===== src/rtl/cpu_uart_tx_pkg.sv =====
// Shared UART TX types: FSM state, register bundle, reset helper.
// Imported by cpu_uart_tx and uart_tx_fifo.
package lib_uart;

  localparam int UART_DATA_BITS = 8;
  localparam int CLK_CNT_W      = 16;

  typedef enum logic [1:0] {
    IDLE,
    START,
    DATA,
    STOP
  } TX_STATE;

  typedef struct packed {
    TX_STATE                     state;
    logic [2:0]                  bit_cnt;
    logic [CLK_CNT_W-1:0]        clk_cnt;
    logic [UART_DATA_BITS-1:0]   shreg;
    logic                        tx;
    logic                        busy;
  } TX_REGS;

  function automatic TX_REGS tx_regs_reset();
    TX_REGS r;
    r.state   = IDLE;
    r.bit_cnt = '0;
    r.clk_cnt = '0;
    r.shreg   = '0;
    r.tx      = 1'b1;
    r.busy    = 1'b0;
    return r;
  endfunction

endpackage


===== src/rtl/uart_tx_fifo.sv =====
// Synchronous byte FIFO in front of the TX FSM.
// Ports: push/wdata in, pop/rdata out, full/empty flags.
module uart_tx_fifo
  import lib_uart::*;
#(
  parameter int DEPTH = 4
) (
  input  logic                      clk,
  input  logic                      rst_n,
  input  logic                      push,
  input  logic [UART_DATA_BITS-1:0] wdata,
  input  logic                      pop,
  output logic [UART_DATA_BITS-1:0] rdata,
  output logic                      full,
  output logic                      empty
);

  localparam int AW = $clog2(DEPTH);

  logic [UART_DATA_BITS-1:0] mem [DEPTH];
  logic [AW-1:0]             wr_ptr;
  logic [AW-1:0]             rd_ptr;
  logic [AW:0]               cnt;
  logic                      do_push;
  logic                      do_pop;

  assign full    = (cnt == (AW+1)'(DEPTH));
  assign empty   = (cnt == '0);
  assign do_push = push & ~full;
  assign do_pop  = pop & ~empty;
  assign rdata   = mem[rd_ptr];

  always_ff @(posedge clk) begin
    if (do_push) mem[wr_ptr] <= wdata;
  end

  always_ff @(posedge clk or negedge rst_n) begin
    if (!rst_n) begin
      wr_ptr <= '0;
      rd_ptr <= '0;
      cnt    <= '0;
    end else begin
      if (do_push) wr_ptr <= wr_ptr + AW'(1);
      if (do_pop)  rd_ptr <= rd_ptr + AW'(1);
      unique case ({do_push, do_pop})
        2'b10:   cnt <= cnt + (AW+1)'(1);
        2'b01:   cnt <= cnt - (AW+1)'(1);
        default: cnt <= cnt;
      endcase
    end
  end

endmodule


===== src/rtl/cpu_uart_tx.sv =====
// UART 8N1 transmitter on the CPU write port; w_busy gates requests.
// Ports: w_req/w_data in, w_busy/uart_tx/frame_done out. Option: CPU_UART_TX_FIFO_EN.
module cpu_uart_tx
  import lib_uart::*;
#(
  parameter int CLKS_PER_BIT = 234,
  parameter int FIFO_DEPTH   = 4
) (
  input  logic        clk,
  input  logic        rst_n,
  input  logic        w_req,
  input  logic [31:0] w_data,
  output logic        w_busy,
  output logic        uart_tx,
  output logic        frame_done
);

  localparam logic [CLK_CNT_W-1:0] LAST_CNT =
    CLK_CNT_W'(CLKS_PER_BIT - 1);

  TX_REGS                    r;
  TX_REGS                    r_nxt;
  logic                      load;
  logic [UART_DATA_BITS-1:0] load_byte;
  logic                      last;
  logic                      unused_hi;

  assign unused_hi = ^w_data[31:8];

`ifdef CPU_UART_TX_FIFO_EN
  logic                      fifo_full;
  logic                      fifo_empty;
  logic                      fifo_push;
  logic                      fifo_pop;
  logic [UART_DATA_BITS-1:0] fifo_rdata;

  // busy is the registered occupancy, so a push in the pop cycle
  // still sees the pre-pop fullness.
  assign fifo_push = w_req & ~fifo_full;
  assign fifo_pop  = (r.state == IDLE) & ~fifo_empty;
  assign load      = fifo_pop;
  assign load_byte = fifo_rdata;
  assign w_busy    = fifo_full;

  uart_tx_fifo #(
    .DEPTH (FIFO_DEPTH)
  ) u_fifo (
    .clk   (clk),
    .rst_n (rst_n),
    .push  (fifo_push),
    .wdata (w_data[7:0]),
    .pop   (fifo_pop),
    .rdata (fifo_rdata),
    .full  (fifo_full),
    .empty (fifo_empty)
  );
`else
  assign load      = w_req & ~r.busy;
  assign load_byte = w_data[7:0];
  assign w_busy    = r.busy;
`endif

  assign last       = (r.clk_cnt == LAST_CNT);
  assign uart_tx    = r.tx;
  assign frame_done = (r.state == STOP) & last;

  // tx is registered, so each branch drives the level of the
  // state being entered.
  always_comb begin
    r_nxt = r;
    unique case (1'b1)
      (r.state == IDLE): begin
        if (load) begin
          r_nxt.state   = START;
          r_nxt.clk_cnt = '0;
          r_nxt.bit_cnt = '0;
          r_nxt.shreg   = load_byte;
          r_nxt.tx      = 1'b0;
          r_nxt.busy    = 1'b1;
        end
      end
      (r.state == START): begin
        if (last) begin
          r_nxt.state   = DATA;
          r_nxt.clk_cnt = '0;
          r_nxt.tx      = r.shreg[0];
        end else begin
          r_nxt.clk_cnt = r.clk_cnt + CLK_CNT_W'(1);
        end
      end
      (r.state == DATA): begin
        if (last) begin
          r_nxt.clk_cnt = '0;
          r_nxt.bit_cnt = r.bit_cnt + 3'd1;
          r_nxt.shreg   = r.shreg >> 1;
          if (r.bit_cnt == 3'd7) begin
            r_nxt.state = STOP;
            r_nxt.tx    = 1'b1;
          end else begin
            r_nxt.tx    = r.shreg[1];
          end
        end else begin
          r_nxt.clk_cnt = r.clk_cnt + CLK_CNT_W'(1);
        end
      end
      (r.state == STOP): begin
        if (last) begin
          r_nxt.state   = IDLE;
          r_nxt.clk_cnt = '0;
          r_nxt.tx      = 1'b1;
          r_nxt.busy    = 1'b0;
        end else begin
          r_nxt.clk_cnt = r.clk_cnt + CLK_CNT_W'(1);
        end
      end
      default: r_nxt = tx_regs_reset();
    endcase
  end

  always_ff @(posedge clk or negedge rst_n) begin
    if (!rst_n) r <= tx_regs_reset();
    else        r <= r_nxt;
  end

endmodule

===== config.mk =====
export PLATFORM = sky130hd
export DESIGN_NAME = cpu_uart_tx
export DESIGN_NICKNAME = d
export VERILOG_FILES = /design/src/rtl/cpu_uart_tx_pkg.sv /design/src/rtl/uart_tx_fifo.sv /design/src/rtl/cpu_uart_tx.sv
export SDC_FILE = /design/constraint.sdc
export NUM_CORES = 1
export LEC_CHECK = 0
export ABC_AREA = 1
export CAP_MARGIN = 20
export CORE_MARGIN = 5
export CORE_UTILIZATION = 53
export CTS_BUF_LIST = sky130_fd_sc_hd__clkbuf_8
export CTS_CLUSTER_DIAMETER = 200
export DETAILED_ROUTE_END_ITERATION = 16
export GPL_ROUTABILITY_DRIVEN = 1
export GPL_TIMING_DRIVEN = 0
export PLACE_DENSITY_LB_ADDON = 0.2
export SYNTH_ARGS = -nofsm -noshare
export SYNTH_HDL_FRONTEND = slang
export SYNTH_SLANG_ARGS = --single-unit

===== constraint.sdc =====
create_clock -name clk -period 1.78 [get_ports clk]
set_input_delay 0.356 -clock clk [delete_from_list [all_inputs] [get_ports clk]]
set_output_delay 0.356 -clock clk [all_outputs]
set_load 0.05 [all_outputs]

==> metrics <==
Compound-Gate Fraction of Synth Area=0.127; R2R Setup Slk=80 ps; die width=70.1 um; Worst Path Required=1420 ps; Slowest-stage cell, CP=dfrtp_1; crit path max fanout=4; CP Data Arrival Time=1450 ps; clk_lat worst skew=280 ps; FF-to-FF Start=r[29]; HPWL after detailed placement=2.71 mm; Syn. warnings=0; setup_tns=-21.3 ps; area grow syn2layout=25.0%; fin nets=320; Core Rows=21; Pint=2.30 mW; status=complete, but fails checks; RSZ-0062 raised after global routing=yes; synth top area cells=dfrtp_1 (39%), nand2_1 (12%), ha_1 (5.9%); final wirelength=3.92 mm; Seq pwr share=0.297; Starting Density=0.560; critical path class=reg2out; # IOs=38; Worst R2R End=r[26]; delay-heaviest family, CP=simple AND/OR/NAND/NOR gates; Inserted Clock Buffers=5; Tcrit/Tclk final=1.01; global route total overflow=0; worst slew pin tran=689 ps; Worst path most repeated cell=nor2_4; final worst slack=-21.3 ps; synthesized cell area=1910 um2; Die Height=70.1 um; Final Hold Fails=0; Die ar.=4910 um2; Port Buffers=13; CP Cell Sequence=inv_2 > ha_4 > nand3_2 > nor2_4 > nand2_4 > nor2_4 > buf_8; Reg clk slew, reported paths=60 ps; Worst Reg2Reg Path Length in Cells=12; Hold WS=113 ps; synthesized net count=284; Hold Crit Class=in2async; Core Area=3420 um2; final setup violation count=1; maximum vdd drop=0.00113 V; slew margin rel.=0.540; Sw Share=0.449; post-synthesis simple-gate area fraction=0.300; clock buffer depth=2; FF+latch count, synth=31; multiplexer share of the synthesized area=0; GPL Wtd Cong=0.809; Root Driver=clkbuf_8; GRT Overall Usage=0.170; clock share of power=0.143; share of post-route cells with drive strength above 1=0.256; Antenna Cells=0; fin crit period=1800 ps; Slew Limit Fails=0; Synth Area in Adders=0.0589; CTS H-Tree Depth=2; Pwr per Cell Area=1750 nW/um2; Max stage delay on crit path=400 ps; final clock skew=4.92 ps; Final Util=0.700; crit start category=flip-flop; Seq. cell area=781 um2; total number of vias=1,637; Via density=5.07; switching power=1.88 mW; XOR/XNOR Fraction of Synth Area=0.0229; first-pass GRT wire length=6.60 mm; number of distinct library cells after synthesis=30; # fillers=277; failing checks=negative setup slack; P_leak=1.14 nW; Syn Area/Cell=7.97 um2; Setup crit end kind=output port; Final ANT Viol Nets=0; largest net degree at the start of global routing=32; CP bufs+invs=2; area leader, netlist=dfrtp_1; Logic pwr share=0.560; CTS tree=yes; register area share after synthesis=0.406; area fraction of the dominant cell type after synthesis=0.392; Clock Sinks=31; Max Fclk=555 MHz; drt first pass iters=4; vias in the first global route=1,468; Mapped Cells=240; Power Total=4.18 mW; Routed WL per cell=12.1 um; initial antenna violation count=0; DRC Markers=0; # hold bufs at CTS=0; maxcap violations=0; Multi-input gate area=1030 um2; initial DRC count=92; main combinational cell family by area after synthesis=simple AND/OR/NAND/NOR gates
[layer usage]
metal | track usage | wire [um] | vias to the layer above
met2 | 0.264 | 1770 | 32
met1 | 0.225 | 1900 | 753
li1 | - | - | 846
met4 | 0.0574 | 60 | 0
met5 | 0 | 0 | -
met3 | 0.0531 | 189 | 6
[through the flow]
stage               worst slack [ps]  area [um2]  cells
floorplan                       86.7        1920    240
global placement                -469        2100    299
detailed placement              -489        2100    299
CTS                             -157        2210    309
global route                    -115        2390    323
finish                         -21.3        2390    323
[power groups by stage]
stage	clock, mW	sequential, mW	combinational (mW)
global route	0.654	1.28	2.62
detailed placement	0	1.26	2.00
finish	0.597	1.24	2.34
CTS	0.613	1.23	2.06
global placement	0	1.25	1.96
floorplan	0	1.26	1.55
[registers in the layout, indices dropped and copies added, names as in the netlist]
register and flops:
uart_tx 1, r 29, w_busy 1
[placed cells by master, fill, tap and decap left out, drive strengths merged]
cell	synthesis	layout
ha	9	9
dfrtp	30	30
dlygate4sd2	0	2
a21oi	8	8
a22o	1	1
nor2	21	21
or2	2	2
buf	3	21
o21ai	22	22
o22ai	5	5
o21bai	1	1
nand4	6	6
xnor2	1	1
dfstp	1	1
nand2	69	69
nand3b	2	2
clkbuf	1	8
clkdlybuf4s50	0	9
nor3	5	5
xor2	4	4
nand3	17	17
inv	32	33
[area by class of cell]
class / instances / area share
buffer: 4 / 0.0178
clock buffer: 7 / 0.0403
clock inverter: 1 / 0.00157
inverter: 32 / 0.0534
multi-input combinational: 173 / 0.433
sequential: 31 / 0.327
tap: 46 / 0.0241
timing repair buffer: 29 / 0.104
[worst register-to-register path: stages (launching register included)]
cell and delay (ps):
dfrtp_1 360, inv_1 70, ha_1 210, buf_6 150, inv_8 90, a21oi_4 50, inv_2 90, nand2_4 70
nor2_4 150, nand2_4 70, buf_8 150, nand2_1 50, o21ai_0 80
[worst max-delay path by stage]
| stage | from | to | slack (ps) | depth (start not counted) |
|---|---|---|---|---|
| global route | r[11] | frame_done | -110 | 7 |
| global placement | r[11] | frame_done | -470 | 7 |
| detailed placement | r[11] | frame_done | -490 | 7 |
| CTS | r[11] | frame_done | -160 | 7 |
| finish | r[11] | frame_done | -20 | 7 |
| floorplan | r[11] | frame_done | 90 | 6 |
[cell usage after synthesis, drive strengths merged]
cell and number:
buf 3, a21oi 8, inv 32, clkbuf 1, or2 2, xor2 4, nand3b 2, a22o 1
nand3 17, dfstp 1, dfrtp 30, o21ai 22, xnor2 1, o21bai 1, ha 9, o22ai 5
nor2 21, nand4 6, nor3 5, nand2 69
[logic make-up (layout without fill, tap and decap cells)]
logic type / count (synthesis) / in the layout
and+or+nand+nor: 122 / 122
AOI/OAI and AO/OA: 37 / 37
buffers and inverters: 36 / 73
DFF: 31 / 31
adders and majority gates: 9 / 9
xor gates and xnor gates: 5 / 5
[timing repair]
item | CTS | global route
buffers inserted | 2 | 14
hold endpoints to repair | 0 | 0
gates resized for setup | 10 | 21
setup endpoints to repair | 25 | 26
pin swaps | 1 | 4
Note: power is estimated with default switching activity, not from simulation.
==> variant (same flow settings) <==
Change the package constant `CLK_CNT_W` from 16 to 32.
--- a/src/rtl/cpu_uart_tx_pkg.sv
+++ b/src/rtl/cpu_uart_tx_pkg.sv
@@ -5,3 +5,3 @@
   localparam int UART_DATA_BITS = 8;
-  localparam int CLK_CNT_W      = 16;
+  localparam int CLK_CNT_W      = 32;
 
Behaviour: same outputs for any inputs over 10 cycles, from zero or initial values and one cycle with rst_n low; that may be too few to reach the edited logic, so the function may still have changed.
==> variant against the unedited design <==
- the flow still finishes with violations (negative setup slack)
- critical endpoint unchanged
- power is 19% higher
- first-iteration DRC count increased to 2.8 times the old value
- clock skew increased by 9.1 ps
- sequential share of layout area shrank 3.0 points
- design area up 66%
- wire length up 110%
- highest routed layer unchanged
- die area is 49% higher
- setup slack worse by 170 ps
- worst hold slack lost 110 ps
- synthesized area up 59%
- sequential cell count rose by 16
==> variant: results (changes against the unedited design) <==
- Post-route worst hold slack: 1.58 ps (-111 ps)
* Cell count of the worst reg-to-reg path: 9 (-3)
- The number of cells in the finished layout apart from fillers is 548 (+70%).
- The post-detailed-placement cell area is 3270 sq um (+56%).
- The maximum fanout along the worst path came to 2 (-2).
- The HPWL after detailed placement was 5620 um (+110%).
- Worst-skew pair later-pin latency: 310 ps (+30 ps)
- Syn_area_per_cell: 7.13 sq um (-11%)
- The flow ran to the end, but the final reports show violations.
* R2R Path End: r[29]
* GR Util met1: 33.9% (+11 points)
- The met2 capacity usage during global routing came to 36.6% (+10 points).
* Setup slack of the critical path after layout: -189 ps (-168 ps)
- Number of diodes: 0 (unchanged)
- The final reports fail on negative setup slack.
- The port buffer count is 13 (unchanged).
- Number of global-route vias before repair: 2842 (+94%)
- Worst reg2reg startpoint: r[10]
* Biggest register: r
- The sequential cell area fraction in the yosys report was 38.8% (-1.8 points).
- Synth cell count leaders: sky130_fd_sc_hd__nand2_1 (127), sky130_fd_sc_hd__nor2_1 (65), sky130_fd_sc_hd__dfrtp_1 (46)
- The reported leakage power is 1.81 nW (+58%).
- Number of detailed-routing iterations run before antenna repair: 5 (+1)
- The net count of the mapped netlist is 471 (+66%).
- The number of distinct library cell variants in the gate-level netlist after synthesis was 33 (+10%).
* All-Layer GR Usage: 23.4% (+6.4 points)
- Final GP Congestion: 0.945 (+17%)
- Synthesis Warnings: 0 (unchanged)
* Root Buffer: sky130_fd_sc_hd__clkbuf_8
* Placed insts: 512 (+71%)
- Final setup vio count: 37 (+36)
- First-pass GRT wire length: 13700 um (+110%)
- The slew at the pin with the worst max-slew slack was 511 ps (-179 ps).
* Ratio of total power to cell area: 1250 nW/um^2 (-28%)
- The slack of the worst reg-to-reg path came to -80 ps (-160 ps).
* Fill cell count: 426 (+54%)
- Met3 layer usage reported by global route: 3.17% (-2.1 points)
* Maximum vdd drop: 0.926 mV (-18%)
- The proportion of register bits with asynchronous set or reset after synthesis was 100% (unchanged).
- Maximum clock skew at final layout: 14.0 ps (+9.09 ps)
- Drt first-iter violations: 257 (+180%)
* Post-layout nets: 520 (+63%)
- Leading post-synthesis cells by cell area: sky130_fd_sc_hd__dfrtp_1 (38%), sky130_fd_sc_hd__nand2_1 (16%), sky130_fd_sc_hd__nor2_1 (8.0%)
* Average wire per standard cell: 15.4 um (+27%)
* Worst EP arrival: 1610 ps (+160 ps)
- The clock-pin slew of the registers on the worst-case setup and hold paths was 100 ps (+40 ps).
- The pin count of the biggest net entering global routing is 29 (-9.4%).
* Proportion of layout cells with a drive suffix above 1: 27.3% (+1.7 points)
- The number of vias in the routed layout came to 3086 (+89%).
- The deepest level of the CTS H-tree was 2 (unchanged).
- The number of flip-flops in the largest register was 45 (+55%).
variant: changes by cell type after synthesis, moves of 8 or more:
cell	change
sky130_fd_sc_hd__nand3_1	+16
sky130_fd_sc_hd__inv_1	+15
sky130_fd_sc_hd__nand2_1	+64
sky130_fd_sc_hd__nor3_1	+15
sky130_fd_sc_hd__o21ai_0	-10
sky130_fd_sc_hd__dfrtp_1	+16
sky130_fd_sc_hd__nor2_2	-8
sky130_fd_sc_hd__nor2_1	+54
sky130_fd_sc_hd__a21oi_1	+8
variant: final cells by class:
class                   instances  area share (%)
plain buffers                   7            2.04
clock buffers                   5            1.73
clock inverters                 3           0.409
inverters                      48            4.72
multi-input cells             323            48.6
flip-flops and latches         47            29.6
well taps                      72            2.26
repair buffers                 43            10.7
variant: per-stage QoR:
stage	setup WS, ps	total power (W)	TNS [ps]
global route	-286	0.00528	-4750
global placement	-990	0.00314	-53350
floorplan	4.95	0.00270	0
CTS	-134	0.00438	-647
finish	-189	0.00499	-1200
detailed placement	-614	0.00318	-8420
variant: routing by layer:
| metal | up-vias | share of wire [%] |
|---|---|---|
| met2 | 130 | 47 |
| met3 | 16 | 7.0 |
| met1 | 1475 | 45 |
| met5 | - | 0 |
| met4 | 0 | 1.8 |
| li1 | 1465 | - |
variant: worst max-delay path by stage:
stage	from	end	slack, ps	cells after the start
after detailed placement	r[11]	frame_done	-610	9
after global placement	rst_n	r[30]	-990	1
final	r[11]	frame_done	-190	9
after floorplan	r[11]	frame_done	5	8
after CTS	r[11]	frame_done	-130	9
after global routing	r[11]	frame_done	-290	9
variant: cell families after synthesis:
family	Yosys count	share of synthesized area, %
XOR/XNOR	7	2.02
AND/OR/NAND/NOR	275	40.3
flip-flops	47	38.8
AO/OA/AOI/OAI	31	6.55
buffers and inverters	56	8.20
adder cells (fa/ha/maj)	10	4.12
variant: worst max-delay path: stages, from the launching register on:
cell and delay, ps:
sky130_fd_sc_hd__dfrtp_1 400, sky130_fd_sc_hd__inv_2 90, sky130_fd_sc_hd__ha_4 140, sky130_fd_sc_hd__nand2_2 50
sky130_fd_sc_hd__nor2_2 70, sky130_fd_sc_hd__nand2_1 80, sky130_fd_sc_hd__nor2_2 120, sky130_fd_sc_hd__nand2_2 100
sky130_fd_sc_hd__nor2_2 100, sky130_fd_sc_hd__buf_6 160
variant: power by group:
part | internal (W) | switching [W]
clock network | 0.000270 | 0.000390
logic | 0.00127 | 0.00169
registers | 0.00123 | 0.000134
total | 0.00278 | 0.00221
variant: repair_timing:
item | CTS | global route
setup endpoints to repair | 49 | 42
resized for setup | 40 | 83
pin swaps | 4 | 20
hold buffers | 0 | 0
gates cloned | 1 | 1
buffers inserted | 17 | 12
